[config.mk]
export PLATFORM = sky130hd
export DESIGN_NAME = shift_unit
export DESIGN_NICKNAME = d
export VERILOG_FILES = /design/src/rtl/shift_unit.sv
export SDC_FILE = /design/constraint.sdc
export NUM_CORES = 1
export LEC_CHECK = 0
export BUFFER_PORTS_ARGS = -buffer_cell sky130_fd_sc_hd__buf_4
export CORE_MARGIN = 2
export CORE_UTILIZATION = 45
export CTS_CLUSTER_SIZE = 12
export DETAILED_ROUTE_END_ITERATION = 8
export HOLD_SLACK_MARGIN = 0.02
export PLACE_DENSITY = 0.75
export SYNTH_ARGS = -nofsm -noshare
export SYNTH_HDL_FRONTEND = slang
export SYNTH_SLANG_ARGS = --single-unit
export TNS_END_PERCENT = 100
[constraint.sdc]
create_clock -name clk -period 1.5 [get_ports clk]
set_input_delay 0.075 -clock clk [delete_from_list [all_inputs] [get_ports clk]]
set_output_delay 0.075 -clock clk [all_outputs]
set_load 0.1 [all_outputs]
[src/rtl/shift_unit.sv]
// Iterative shift/rotate register: parallel load, then one single-bit step per clock
// for a programmable count, sequenced by a START/BUSY/DONE handshake.
module shift_unit #(
    parameter int WIDTH   = 32,
    parameter int SHAMT_W = 5
) (
    input  logic               clk,
    input  logic               rst_n,
    input  logic               load,
    input  logic [WIDTH-1:0]   data_in,
    input  logic               start,
    input  logic [2:0]         op,
    input  logic [SHAMT_W-1:0] shamt,
    input  logic               ser_in,
    output logic [WIDTH-1:0]   data_out,
    output logic               ser_out,
    output logic               busy,
    output logic               done
);

    typedef enum logic {
        IDLE,
        SHIFT
    } state_t;

    typedef enum logic [2:0] {
        OP_SLL = 3'b000,
        OP_SRL = 3'b001,
        OP_SRA = 3'b010,
        OP_ROL = 3'b011,
        OP_ROR = 3'b100,
        OP_SLS = 3'b101,
        OP_SRS = 3'b110,
        OP_RSV = 3'b111
    } op_t;

    state_t             state_q, state_n;
    op_t                op_q, op_n;
    logic [SHAMT_W-1:0] count_q, count_n;
    logic [WIDTH-1:0]   data_q, data_n;
    logic               sout_q, sout_n;
    logic               done_q, done_n;

    logic [WIDTH-1:0]   step_data;
    logic               step_out;

    // One single-bit step of the latched operation.
    always_comb begin
        step_data = data_q;
        step_out  = sout_q;
        unique case (op_q)
            OP_SLL: begin step_data = {data_q[WIDTH-2:0], 1'b0};          step_out = data_q[WIDTH-1]; end
            OP_SRL: begin step_data = {1'b0, data_q[WIDTH-1:1]};          step_out = data_q[0];       end
            OP_SRA: begin step_data = {data_q[WIDTH-1], data_q[WIDTH-1:1]}; step_out = data_q[0];     end
            OP_ROL: begin step_data = {data_q[WIDTH-2:0], data_q[WIDTH-1]}; step_out = data_q[WIDTH-1]; end
            OP_ROR: begin step_data = {data_q[0], data_q[WIDTH-1:1]};     step_out = data_q[0];       end
            OP_SLS: begin step_data = {data_q[WIDTH-2:0], ser_in};        step_out = data_q[WIDTH-1]; end
            OP_SRS: begin step_data = {ser_in, data_q[WIDTH-1:1]};        step_out = data_q[0];       end
            default: begin step_data = data_q;                            step_out = sout_q;          end
        endcase
    end

    always_comb begin
        // NOTE: every signal gets its hold value first, so no path through this block infers a latch.
        state_n = state_q;
        op_n    = op_q;
        count_n = count_q;
        data_n  = data_q;
        sout_n  = sout_q;
        done_n  = 1'b0;

        unique case (state_q)
            IDLE: begin
                if (load) begin
                    data_n = data_in;
                end else if (start) begin
                    op_n = op_t'(op);
                    // Zero count and the reserved code complete without ever going busy.
                    if (shamt == '0 || op_t'(op) == OP_RSV) begin
                        done_n = 1'b1;
                    end else begin
                        state_n = SHIFT;
                        count_n = shamt;
                    end
                end
            end
            SHIFT: begin
                data_n  = step_data;
                sout_n  = step_out;
                count_n = count_q - 1'b1;
                if (count_q == SHAMT_W'(1)) begin
                    state_n = IDLE;
                    done_n  = 1'b1;
                end
            end
            default: state_n = IDLE;
        endcase
    end

    // NOTE: sequential state uses non-blocking assignments so all registers update together at the edge.
    always_ff @(posedge clk or negedge rst_n) begin
        if (!rst_n) begin
            state_q <= IDLE;
            op_q    <= OP_SLL;
            count_q <= '0;
            data_q  <= '0;
            sout_q  <= 1'b0;
            done_q  <= 1'b0;
        end else begin
            state_q <= state_n;
            op_q    <= op_n;
            count_q <= count_n;
            data_q  <= data_n;
            sout_q  <= sout_n;
            done_q  <= done_n;
        end
    end

    assign data_out = data_q;
    assign ser_out  = sout_q;
    assign busy     = (state_q == SHIFT);
    assign done     = done_q;

endmodule

==> flow_summary.ini <==
[placement]
globalplace.congestion = 0.8265
port-buffer-count = 79
place_inst = 376
pre_cts_slack_ns = -0.2968
hpwl_um = 4377

[final_layout]
antennaDiodeCount = 0
fillCellCount = 406
final_layout_size_suffix_gt1_frac = 0.4073
syn_to_final_growth_pct = 44.84
nets = 376
fin_cells = 399

[timing]
fin_ws_ns = -0.07204
worst_slew_pin_slew_ns = 0.5548
relSlewSlack = 0.6301
drv_slew = 0
period_share = 1.048
final.setup_skew_ns = 0.005398
min_period_ns = 1.572
setup_violations = 31
hold_violations = 0
rsz0062_at_grt = true
max_freq_mhz = 636.1

[worst_setup_path]
cp_slowest_stage_delay_ns = 0.44
critical-path-slowest-cell = dfrtp_1
timing.rr.start = op_q[2]
r2r_cells = 6
critPathCaptureType = register
crit_path_max_fanout = 10
cp-start-kind = register
worstPathArrival_ns = 1.75
path_cells = buf_6 > o21ai_2 > and2_4 > buf_16 > mux2i_1 > o21ai_1
required_ns = 1.68
crit_type = reg -> reg
r2r-end = data_out[8]
r2r_slack_ns = -0.07

[route]
vias = 2327
viasPerCell = 5.832
wirelength_um = 6933
drt-initial-drc-count = 132
wl_per_cell_um = 17.38
drc_errors = 0
drt-pass1-iter-count = 4
antenna_left = 0

[synth]
synth_area_um2 = 2389
ys_warn_count = 0
synthArstFlopShare = 1.000
ys_seq_area_frac = 0.4505
synth_edf_count = 0
synthFlopType = dfrtp_1
synthCells = 230
ys_ff_latch = 43
yosysUniqueCellTypes = 41
syn_nets = 277
syn_area_per_cell_um2 = 10.38

[floorplan]
die_x_um = 76.86
die_area_um2 = 5907
start_util = 0.4677
num_rows = 26
die_h_um = 76.86
io-pin-count = 80
core_um2 = 5107

[outcome]
violations = negative setup slack
status = finished with violations

[min_path]
holdCritStartpoint = data_in[25]
hold_end = data_out[25]
hold_class = in -> reg
worstHoldPathCells = 3

[job]
drv_cap = 0

[clocking]
cts_tree = done
clock_path_buffers = 2
clk_pin_slew_worst_paths_ns = 0.08
numCtsBuffers = 5
clock-sinks = 43
htree_levels = 2
root_buffer = clkbuf_8
clock_latency_ns = 0.29

[global_routing]
antenna_found_initial = 0
grt_max_degree = 44
grt_pass1_vias = 2252
grtUsageTotal = 0.2204
overflow = 0
grt_pass1_wl_um = 10700
==> worst max-delay path: cells and delay by family (launching register included) <==
kind	cells	cell delay (ns)
flip-flops	1	0.44
buffers and inverters	2	0.32
AND/OR/NAND/NOR	1	0.27
AO/OA/AOI/OAI	2	0.21
multiplexers	1	0.21
==> per-layer routing <==
metal  GRT usage  vias to the layer above  share of wire
met2      0.3719                       89           0.50
met4     0.06182                        0          0.016
met5           0                        -              0
met3     0.05059                       13          0.067
met1      0.2838                     1144           0.41
li1            -                     1081              -
==> Yosys cell counts (3+ instances only) <==
master / count / area (um2)
o21ai_1: 25 / 125.1
or3_1: 5 / 31.28
buf_2: 5 / 25.02
dfrtp_1: 43 / 1076
nand2_1: 10 / 37.54
o221ai_1: 5 / 43.79
nand3_1: 7 / 35.03
mux2i_1: 34 / 340.3
a31oi_1: 3 / 18.77
a21oi_1: 7 / 35.03
nor2_1: 5 / 18.77
o211ai_1: 3 / 22.52
o21ai_0: 7 / 35.03
inv_1: 4 / 15.01
a22oi_1: 25 / 187.7
clkbuf_1: 4 / 15.01
buf_6: 5 / 56.30
mux2_2: 3 / 33.78
==> sequential cells by signal, indices dropped and copies added (netlist names) <==
signal,count
data_out,32
busy,1
count_q,5
ser_out,1
op_q,3
done,1
==> cells in the final DEF (no fill, tap or decap), drive strengths merged <==
cell type      n
o311ai         1
a41o           1
dfrtp         43
o211ai         4
or4            2
inv            4
nand3          7
a21o           1
and2           1
a31oi          3
o21ai         32
o22a           2
o211a          1
nand2b         2
a21oi          9
nor2b          2
clkinv         1
o22ai          1
nand3b         1
mux2           3
o21a           2
a22oi         25
a211oi         1
xor2           1
nor3b          1
or3            5
nor2           5
nor4           1
nor3           1
nand2         10
ha             2
a21boi         1
clkbuf         8
mux2i         34
o221ai         5
dlygate4sd3    1
buf          104
and3           1
==> final cells by class <==
class,instances,area [um2],share of cell area
Clock inverter,1,5.005,0.001447
Timing Repair Buffer,107,909.6,0.2629
Multi-Input combinational cell,168,1276,0.3689
Clock buffer,6,82.58,0.02387
Tap cell,70,87.58,0.02532
Sequential cell,43,1084,0.3132
Inverter,4,15.01,0.004340
==> how the worst max path moves through the flow <==
stage | start | to | slack [ns] | cells past startpoint
2_1_floorplan | busy | count_q[3] | -0.08 | 5
6_report | op_q[2] | data_out[8] | -0.07 | 6
5_1_grt | op_q[2] | data_out[11] | -0.16 | 6
3_3_place_gp | busy | data_out[18] | -0.26 | 3
3_5_place_dp | op_q[0] | data_out[21] | -0.30 | 4
4_1_cts | op_q[2] | data_out[1] | -0.04 | 6
==> cell families after synthesis <==
group,share of synthesized area
mux,0.1566
buf+inv,0.04976
fa+ha+maj,0.01048
simple gates,0.08643
xor+xnor,0.003668
compound gates,0.2425
flops,0.4505
==> per-stage QoR <==
| stage | cell area (um2) | TNS [ns] | hold WS (ns) | utilization |
|---|---|---|---|---|
| 2_1_floorplan | 2420 | -2.706 | -0.2206 | - |
| 3_5_place_dp | 3105 | -7.173 | 0.1047 | 0.6080 |
| 5_1_grt | 3460 | -3.886 | 0.02235 | 0.6774 |
| 3_3_place_gp | 3105 | -6.557 | 0.1027 | 0.6080 |
| 6_report | 3460 | -1.171 | 0.02737 | 0.6774 |
| 4_1_cts | 3294 | -0.4434 | 0.02358 | 0.6450 |
==> repair_timing <==
action                                  CTS  global route
endpoints found under the hold margin    43             0
endpoints found under the setup margin   39            40
hold buffers                              1             0
pin swaps                                 7             2
resized for setup                         8            18
gates cloned                              1             3
buffers inserted                          5             6
Power is not shown: default switching activity piles up to over one toggle a cycle in this logic, so the estimate is an artifact.
